### src/rtl/reduce_seq_acc_pkg.sv
// Shared definitions for the group-reducing accumulator: flag bit positions
// and the FSM state encoding.
package reduce_seq_acc_pkg;

  localparam int MF_AGAIN = 3;
  localparam int MF_FIRST = 2;
  localparam int MF_LAST  = 1;
  localparam int MF_VLD   = 0;

  localparam int SF_ABT = 1;
  localparam int SF_BSY = 0;

  typedef enum logic [1:0] {
    ST_IDLE = 2'd0,
    ST_ACC  = 2'd1,
    ST_OUT  = 2'd2
  } state_e;

endpackage

### src/rtl/reduce_seq_acc.sv
// Collapses each upstream group (first..last beat) into one downstream beat
// carrying the modulo-2^W sum of the data and the beat count.
module reduce_seq_acc
  import reduce_seq_acc_pkg::*;
#(
  parameter int W = 32
) (
  input  logic         clk,
  input  logic         rst_n,
  input  logic [W-1:0] uc_d0,
  input  logic [3:0]   uc_mflags,
  output logic [1:0]   cu_sflags,
  output logic [W-1:0] cd_d0,
  output logic [W-1:0] cd_d1,
  output logic [3:0]   cd_mflags,
  input  logic [1:0]   dc_sflags,
  output logic         err_proto
);

  // Handshake: a beat moves on any edge where the sender has vld=1 and the
  // receiver's bsy=0; vld and data stay put while bsy=1.
  state_e       state_q, state_d;
  logic [W-1:0] sum_q, sum_d;
  logic [W-1:0] cnt_q, cnt_d;
  logic         err_q, err_d;

  logic uc_vld, uc_first, uc_last;
  logic dc_abt, dc_bsy;
  logic cu_bsy, cd_vld, uc_acc;
  logic unused_again;

  assign uc_vld       = uc_mflags[MF_VLD];
  assign uc_first     = uc_mflags[MF_FIRST];
  assign uc_last      = uc_mflags[MF_LAST];
  assign unused_again = uc_mflags[MF_AGAIN];
  assign dc_abt       = dc_sflags[SF_ABT];
  assign dc_bsy       = dc_sflags[SF_BSY];

  assign cd_vld = (state_q == ST_OUT);
  assign cu_bsy = cd_vld & dc_bsy;
  assign uc_acc = uc_vld & ~cu_bsy;

  always_comb begin
    state_d = state_q;
    sum_d   = sum_q;
    cnt_d   = cnt_q;
    err_d   = err_q;
    if (dc_abt) begin
      state_d = ST_IDLE;
      sum_d   = '0;
      cnt_d   = '0;
    end else begin
      if (cd_vld && !dc_bsy) state_d = ST_IDLE;
      // An accepted beat can only arrive in ST_OUT once the result is leaving,
      // so a first beat always (re)starts a group regardless of state.
      if (uc_acc) begin
        if (uc_first) begin
          sum_d   = uc_d0;
          cnt_d   = W'(1);
          state_d = uc_last ? ST_OUT : ST_ACC;
          if (state_q == ST_ACC) err_d = 1'b1;
        end else if (state_q == ST_ACC) begin
          sum_d = sum_q + uc_d0;
          cnt_d = cnt_q + W'(1);
          if (uc_last) state_d = ST_OUT;
        end else begin
          err_d = 1'b1;
        end
      end
    end
  end

  always_ff @(posedge clk) begin
    if (!rst_n) begin
      state_q <= ST_IDLE;
      sum_q   <= '0;
      cnt_q   <= '0;
      err_q   <= 1'b0;
    end else begin
      state_q <= state_d;
      sum_q   <= sum_d;
      cnt_q   <= cnt_d;
      err_q   <= err_d;
    end
  end

  assign cd_d0     = sum_q;
  assign cd_d1     = cnt_q;
  assign err_proto = err_q;

  always_comb begin
    cd_mflags           = '0;
    cd_mflags[MF_VLD]   = cd_vld;
    cd_mflags[MF_FIRST] = cd_vld;
    cd_mflags[MF_LAST]  = cd_vld;
    cd_mflags[MF_AGAIN] = cd_vld & dc_bsy;
    cu_sflags           = '0;
    cu_sflags[SF_ABT]   = dc_abt;
    cu_sflags[SF_BSY]   = cu_bsy;
  end

endmodule

### config.mk
export PLATFORM = sky130hd
export DESIGN_NAME = reduce_seq_acc
export DESIGN_NICKNAME = d
export VERILOG_FILES = /design/src/rtl/reduce_seq_acc_pkg.sv /design/src/rtl/reduce_seq_acc.sv
export SDC_FILE = /design/constraint.sdc
export NUM_CORES = 1
export LEC_CHECK = 0
export ABC_AREA = 1
export CAP_MARGIN = 5
export CORE_MARGIN = 3
export CORE_UTILIZATION = 43
export CTS_BUF_LIST = sky130_fd_sc_hd__clkbuf_2
export CTS_CLUSTER_DIAMETER = 120
export DETAILED_ROUTE_END_ITERATION = 8
export GPL_TIMING_DRIVEN = 0
export PLACE_DENSITY = 0.75
export SYNTH_ARGS = -nofsm -noshare
export SYNTH_HDL_FRONTEND = slang
export SYNTH_SLANG_ARGS = --single-unit
### constraint.sdc
create_clock -name clk -period 2.5 [get_ports clk]
set_input_delay 0.625 -clock clk [delete_from_list [all_inputs] [get_ports clk]]
set_output_delay 0.625 -clock clk [all_outputs]
set_load 0.02 [all_outputs]
==> results of run 1 <==
==> through the flow <==
stage | hold slack (ps) | instances | util [%] | area (um^2) | setup TNS, ps
after floorplan | 520 | 969 | - | 5690 | 0
final | 502 | 1267 | 55.7 | 7120 | 0
after global routing | 532 | 1267 | 55.7 | 7120 | 0
after CTS | 507 | 1266 | 55.7 | 7110 | 0
after global placement | 472 | 1250 | 54.8 | 7000 | -6410
after detailed placement | 478 | 1250 | 54.8 | 7000 | -6900
==> metal layers <==
metal  share of wire, %  track usage (%)  vias to the layer above  wire length [um]
li1                   -                -                     3301                 -
met1                 47             33.3                     2832              8210
met2                 46             40.4                      184              8060
met3                6.3             5.45                       18              1100
met4                1.4             6.09                        0               247
met5                  0                0                        -                 0
==> path summary, 6_finish.rpt <==
| path | endpoint | slack, ps |
|---|---|---|
| worst max-delay path | cd_d0[20] | 90 |
| worst min-delay path | cd_d0[23] | 500 |
| worst max register to register | cd_d0[20] | 230 |
| worst min register to register | cd_d0[23] | 500 |
==> registers in the layout (all words and copies together) (netlist names) <==
name	count
cd_d0	32
err_proto	1
state_q	2
cd_d1	32
==> cell type report <==
class | count | area share, %
antenna | 1 | 0.0352
buffer | 27 | 2.02
clock buffer | 9 | 0.633
clock inverter | 7 | 1.02
inverter | 149 | 7.93
multi-input combinational | 726 | 51.2
sequential | 67 | 18.9
tap | 172 | 3.02
timing repair buffer | 109 | 15.3
==> worst min-delay path, stage by stage, from the launching register on <==
cell and delay (ps):
dfxtp_1 380, nand2_1 60, a21oi_1 50
==> cells by family (layout without fill, tap and decap cells) <==
logic type / count (synthesis) / in the layout
compound gates: 137 / 137
flops: 67 / 67
xor+xnor: 19 / 19
other cells: 0 / 1
buf+inv: 176 / 301
fa+ha+maj: 33 / 33
simple gates: 537 / 537
==> synth_stat cells, types with 7 or more instances <==
cell type  count  share of area, %
a21oi_1       85               7.5
nor3_1        11              0.97
nand3_1       57               5.0
buf_4          9               1.2
nand4_1        9              0.99
nor2_1       105               6.9
clkbuf_1      10              0.66
o21ai_0       28               2.5
buf_2          7              0.62
ha_1          32               7.0
dfxtp_1       67                24
nand2_1      328                22
inv_1        144               9.5
xor2_1        15               2.3
==> power groups by stage <==
stage               clock network, mW  registers [mW]  logic, mW
floorplan                           0            1.15      0.365
global placement                    0            1.13      0.612
detailed placement                  0            1.13      0.616
finish                          0.725            1.11      0.621
CTS                             0.752            1.11      0.618
global route                    0.788            1.11      0.693
==> placed cells by master (no fill, tap or decap), types with 3 or more instances in the layout <==
cell,instances
a21oi_1,85
a31oi_1,3
buf_2,7
buf_4,10
clkbuf_1,10
clkbuf_2,9
clkdlybuf4s50_1,103
dfxtp_1,66
dlygate4sd2_1,4
ha_1,32
inv_1,144
inv_2,3
inv_6,4
nand2_1,328
nand2_4,3
nand3_1,57
nand4_1,9
nor2_1,105
nor2_4,5
nor3_1,11
o21ai_0,28
o21bai_1,3
xnor2_1,4
xor2_1,15
==> timing repair <==
item,in CTS,in global routing
gates cloned,0,0
resized for setup,7,2
hold buffers,0,0
setup buffers,0,0
pin swaps,0,0
setup endpoints to repair,5,5
==> impl_metrics.toml, run 1 <==
[critical_path]
r2r_cells = 12
cp_slowest_cell = "clkdlybuf4s50_1"
critPathRequiredTime_ps = 2960
timing.critical_path.mode_cell = "nand3_1"
crit_path_start_kind = "input port"
cp_top_family = "simple AND/OR/NAND/NOR gates"
arrival_ps = 2870
worst_path_largest_cell_delay_ps = 430
worstSetupPathDepth = 13
critical_path_class = "input port to flop"
critPathBufInv = 1
r2r_start = "cd_d0[0]"
critPathLaunch = "uc_d0[0]"
crit_path_max_fanout = 4
crit_path_cell_trace = "clkdlybuf4s50_1, ha_1, fa_2, nand3_1, nand3_1, nand3_1, nand3_1, nand3_1, nand2_1, nand2_1, nand3_1, nand2_1, a21oi_1"
cp-end-kind = "flop"

[die]
core_um2 = 12800
fp.dieH_um = 121
num_rows = 41
die-area_um2 = 14600
start_util_pct = 44.5
die_x_um = 121
ioPinCount = 111

[timing]
fin_crit_sh_pct = 96.6
clock_skew_ps = 22.8
tightest_slew_ps = 726
setup_ws_ps = 85.6
hold_violations = 0
max_freq_mhz = 414
rsz0062_at_grt = "no"
period_minus_slack_ps = 2410
slew_viol_final = 0
slew-limit-headroom_pct = 51.6
final-setup-viol-count = 0

[cells_and_area]
layout-area-overhead-vs-synth_pct = 25.1
num-fill-cells = 1332
finalNetCount = 1162
multi_input_area_um2 = 3640
drive_gt1_share_pct = 5.67
regArea_um2 = 1350

[synth]
syn_area_um2 = 5690
syn_nets = 1042
synth_top_family_by_area = "simple AND/OR/NAND/NOR gates"
synthCells = 969
async_flop_share_pct = 0
synth_edf_count = 0
synth_cell_type_count = 47
synthFlopType = "dfxtp_1"
synth_compound_area_share_pct = 13.3
yosys_warnings = 0
yosysSeqAreaShare_pct = 23.6
syn_area_per_cell_um2 = 5.87
synth_fa_ha_area_share_pct = 7.39
synth-seq-cells = 67
synth_xor_area_share_pct = 2.93
synth_simple_gate_area_share_pct = 40.4
synthMuxAreaShare_pct = 0

[route]
dr.pass1.iters = 7
ant_nets = 0
drc = 0
avgRoutedWirePerCell_um = 13.9
avgViaCountPerCell = 5.00
wirelength_mm = 17.6
dr.first_iter.drc_count = 506
num_vias = 6335

[global_route]
grt_pass1_vias = 5907
grt.overflow.total = 0
grt_pass1_wl_mm = 29.1
grt_max_degree = 14
antenna_found_initial = 1
grtUsageTotal_pct = 24.8

[power_and_ir_drop]
irDropWorstVdd_mv = 0.264
power_frac_comb_pct = 25.3
power.density_nw_per_um2 = 345
p_switching_mw = 0.883
power.total_mw = 2.46
p_leak_nw = 3.49
switching_share_pct = 36.0
p_int_mw = 1.57
power.share.sequential_pct = 45.2
pwr-share-clk_pct = 29.5

[worst_hold_path]
hold_class = "flop to flop"
min-delay-start = "cd_d0[23]"
hold_path_depth = 2

[clock_tree]
cts_tree = "done"
numClockSinks = 67
clock_latency_ps = 570
cts_root_buffer = "clkbuf_2"
clockBufferDepth = 2
cts_made_buffers = 9
htreeDepth = 3
clkTransAtPathRegs_ps = 230

[placement]
finalWeightedCongestion = 0.947
portBuffers = 109
place_hpwl_mm = 13.9
pre_cts_slack_ps = -564

[status]
status = "finished, final reports clean"

[job]
max_cap_viol_count = 0
(Power assumes the default switching activity.)
==> run 2: changes to the inputs <==
--- a/config.mk
+++ b/config.mk
@@ -13,6 +13,7 @@
 export CTS_CLUSTER_DIAMETER = 120
 export DETAILED_ROUTE_END_ITERATION = 8
 export GPL_TIMING_DRIVEN = 0
+export HOLD_SLACK_MARGIN = 0.1
 export PLACE_DENSITY = 0.75
 export SYNTH_ARGS = -nofsm -noshare
 export SYNTH_HDL_FRONTEND = slang
==> results of run 2 <==
No change in the layout: final DEF, timing and power equal those of run 1.
==> run 3: changes to the inputs <==
==> constraint.sdc (replaced) <==
create_clock -name clk -period 2.5 [get_ports clk]
set_input_delay 0.5 -clock clk [delete_from_list [all_inputs] [get_ports clk]]
set_output_delay 0.5 -clock clk [all_outputs]
set_load 0.02 [all_outputs]
==> impl_metrics.toml, run 3 (synthesized netlist as in run 1, its figures left out) <==
[cells_and_area]
finalNetCount = 1162
final_cells = 1267
layout_common_cells = "nand2_1 (328), inv_1 (144), clkdlybuf4s50_1 (105)"
final_common_cell = "nand2_1"
drive_gt1_share_pct = 5.67
layout-area-overhead-vs-synth_pct = 25.3
final_core_util_pct = 55.8
num-fill-cells = 1332
postLayoutCellArea_um2 = 7130

[power_and_ir_drop]
p_switching_mw = 0.887
irDropWorstVdd_mv = 0.277
p_int_mw = 1.57
p_leak_nw = 3.51
power.total_mw = 2.46
pwr-share-clk_pct = 29.6
power.share.sequential_pct = 45.1
switching_share_pct = 36.0
power_frac_comb_pct = 25.3
power.density_nw_per_um2 = 345

[clock_tree]
clkTransAtPathRegs_ps = 230
htreeDepth = 3
clock_latency_ps = 580
cts_root_buffer = "clkbuf_2"
numClockSinks = 67
cts_resized = 4
clockBufferDepth = 2
cts_made_buffers = 9
cts_setup_buffers = 0
holdBufCountCts = 0
cts_tree = "done"

[die]
ioPinCount = 111
num_rows = 41
core_um2 = 12800
die_x_um = 121
fp.dieH_um = 121
start_util_pct = 44.5
die-area_um2 = 14600

[global_route]
grt_max_degree = 14
top_usage_layer = "met2"
grtUsageTotal_pct = 24.8
met3_usage_pct = 5.45
grt_pass1_vias = 5907
grt.overflow.total = 0
antenna_found_initial = 1
gr-usage-met2_pct = 40.5
grt_pass1_wl_mm = 29.1
met1_usage_pct = 33.3

[placement]
finalWeightedCongestion = 0.947
place_hpwl_mm = 13.9
pre_cts_slack_ps = -439
portBuffers = 109
placed_cells = 1250
dpl-instance-area_um2 = 7000

[critical_path]
arrival_ps = 1880
cp_slowest_cell = "clkdlybuf4s50_1"
critical_path_class = "flop to primary output"
r2r_cells = 12
critPathBufInv = 3
cp-end-kind = "primary output"
cp_top_family = "buffers and inverters"
critPathRequiredTime_ps = 2000
crit_path_start_kind = "flop"
worst_path_largest_cell_delay_ps = 590
r2r-end = "cd_d0[20]"
r2r_start = "cd_d0[0]"
crit_path_cell_trace = "inv_1, nor2_2, buf_4, clkdlybuf4s50_1"
reg2reg_setup_slack_ps = 220
crit_path_max_fanout = 5

[timing]
hold_ws_ps = 502
setup_ws_ps = 118
slew-limit-headroom_pct = 52.1
fin_crit_sh_pct = 95.3
tns_ps = 0
slew_viol_final = 0
hold_violations = 0
clock_skew_ps = 22.5
period_minus_slack_ps = 2380
final-setup-viol-count = 0
rsz0062_at_grt = "no"
tightest_slew_ps = 718
max_freq_mhz = 420

[job]
max_cap_viol_count = 0

[route]
dr.pass1.iters = 5
wirelength_mm = 17.7
ant_nets = 0
avgRoutedWirePerCell_um = 13.9
dr.first_iter.drc_count = 536
num_vias = 6326
avgViaCountPerCell = 4.99
drc = 0

[worst_hold_path]
hold_class = "flop to flop"
min-delay-start = "cd_d0[23]"
min_to = "cd_d0[23]"
hold_path_depth = 2

[status]
status = "finished, final reports clean"
run 3: how the worst max path moves through the flow:
stage	cells after the start	slack [ps]	to	start
after floorplan	12	470	cd_d0[20]	uc_d0[0]
after global routing	4	5	cd_mflags[0]	state_q[1]
final	4	120	cd_mflags[0]	state_q[1]
after CTS	5	10	cu_sflags[0]	state_q[0]
after detailed placement	13	-440	cd_d0[20]	uc_d0[0]
after global placement	13	-410	cd_d0[20]	uc_d0[0]
run 3: metal layers:
layer | vias up | wire length (um)
li1 | 3304 | -
met1 | 2830 | 8230
met2 | 174 | 8100
met3 | 18 | 1080
met4 | 0 | 242
met5 | - | 0
run 3: final cells by class:
cell class / instances / area [um^2] / area share (%)
Multi-Input combinational cell: 726 / 3640 / 51.1
Sequential cell: 67 / 1350 / 18.9
Timing Repair Buffer: 109 / 1090 / 15.3
Inverter: 149 / 564 / 7.92
Tap cell: 172 / 215 / 3.02
Buffer: 27 / 144 / 2.02
Clock inverter: 7 / 72.6 / 1.02
Clock buffer: 9 / 45.0 / 0.632
Antenna cell: 1 / 2.50 / 0.0351
run 3: power by group through the flow:
stage	logic, mW	clock network [mW]	registers, mW
after floorplan	0.365	0	1.15
after global placement	0.612	0	1.13
after detailed placement	0.616	0	1.13
after CTS	0.618	0.752	1.11
after global routing	0.694	0.788	1.11
final	0.622	0.728	1.11
run 3: worst register-to-register path: stages, from the launching register on:
cell and delay, ps:
dfxtp_1 370, ha_1 250, fa_2 430, nand3_1 110, nand3_1 190, nand3_1 140
nand3_1 170, nand3_1 170, nand2_1 60, nand2_1 50, nand3_1 70, nand2_1 100
a21oi_1 60
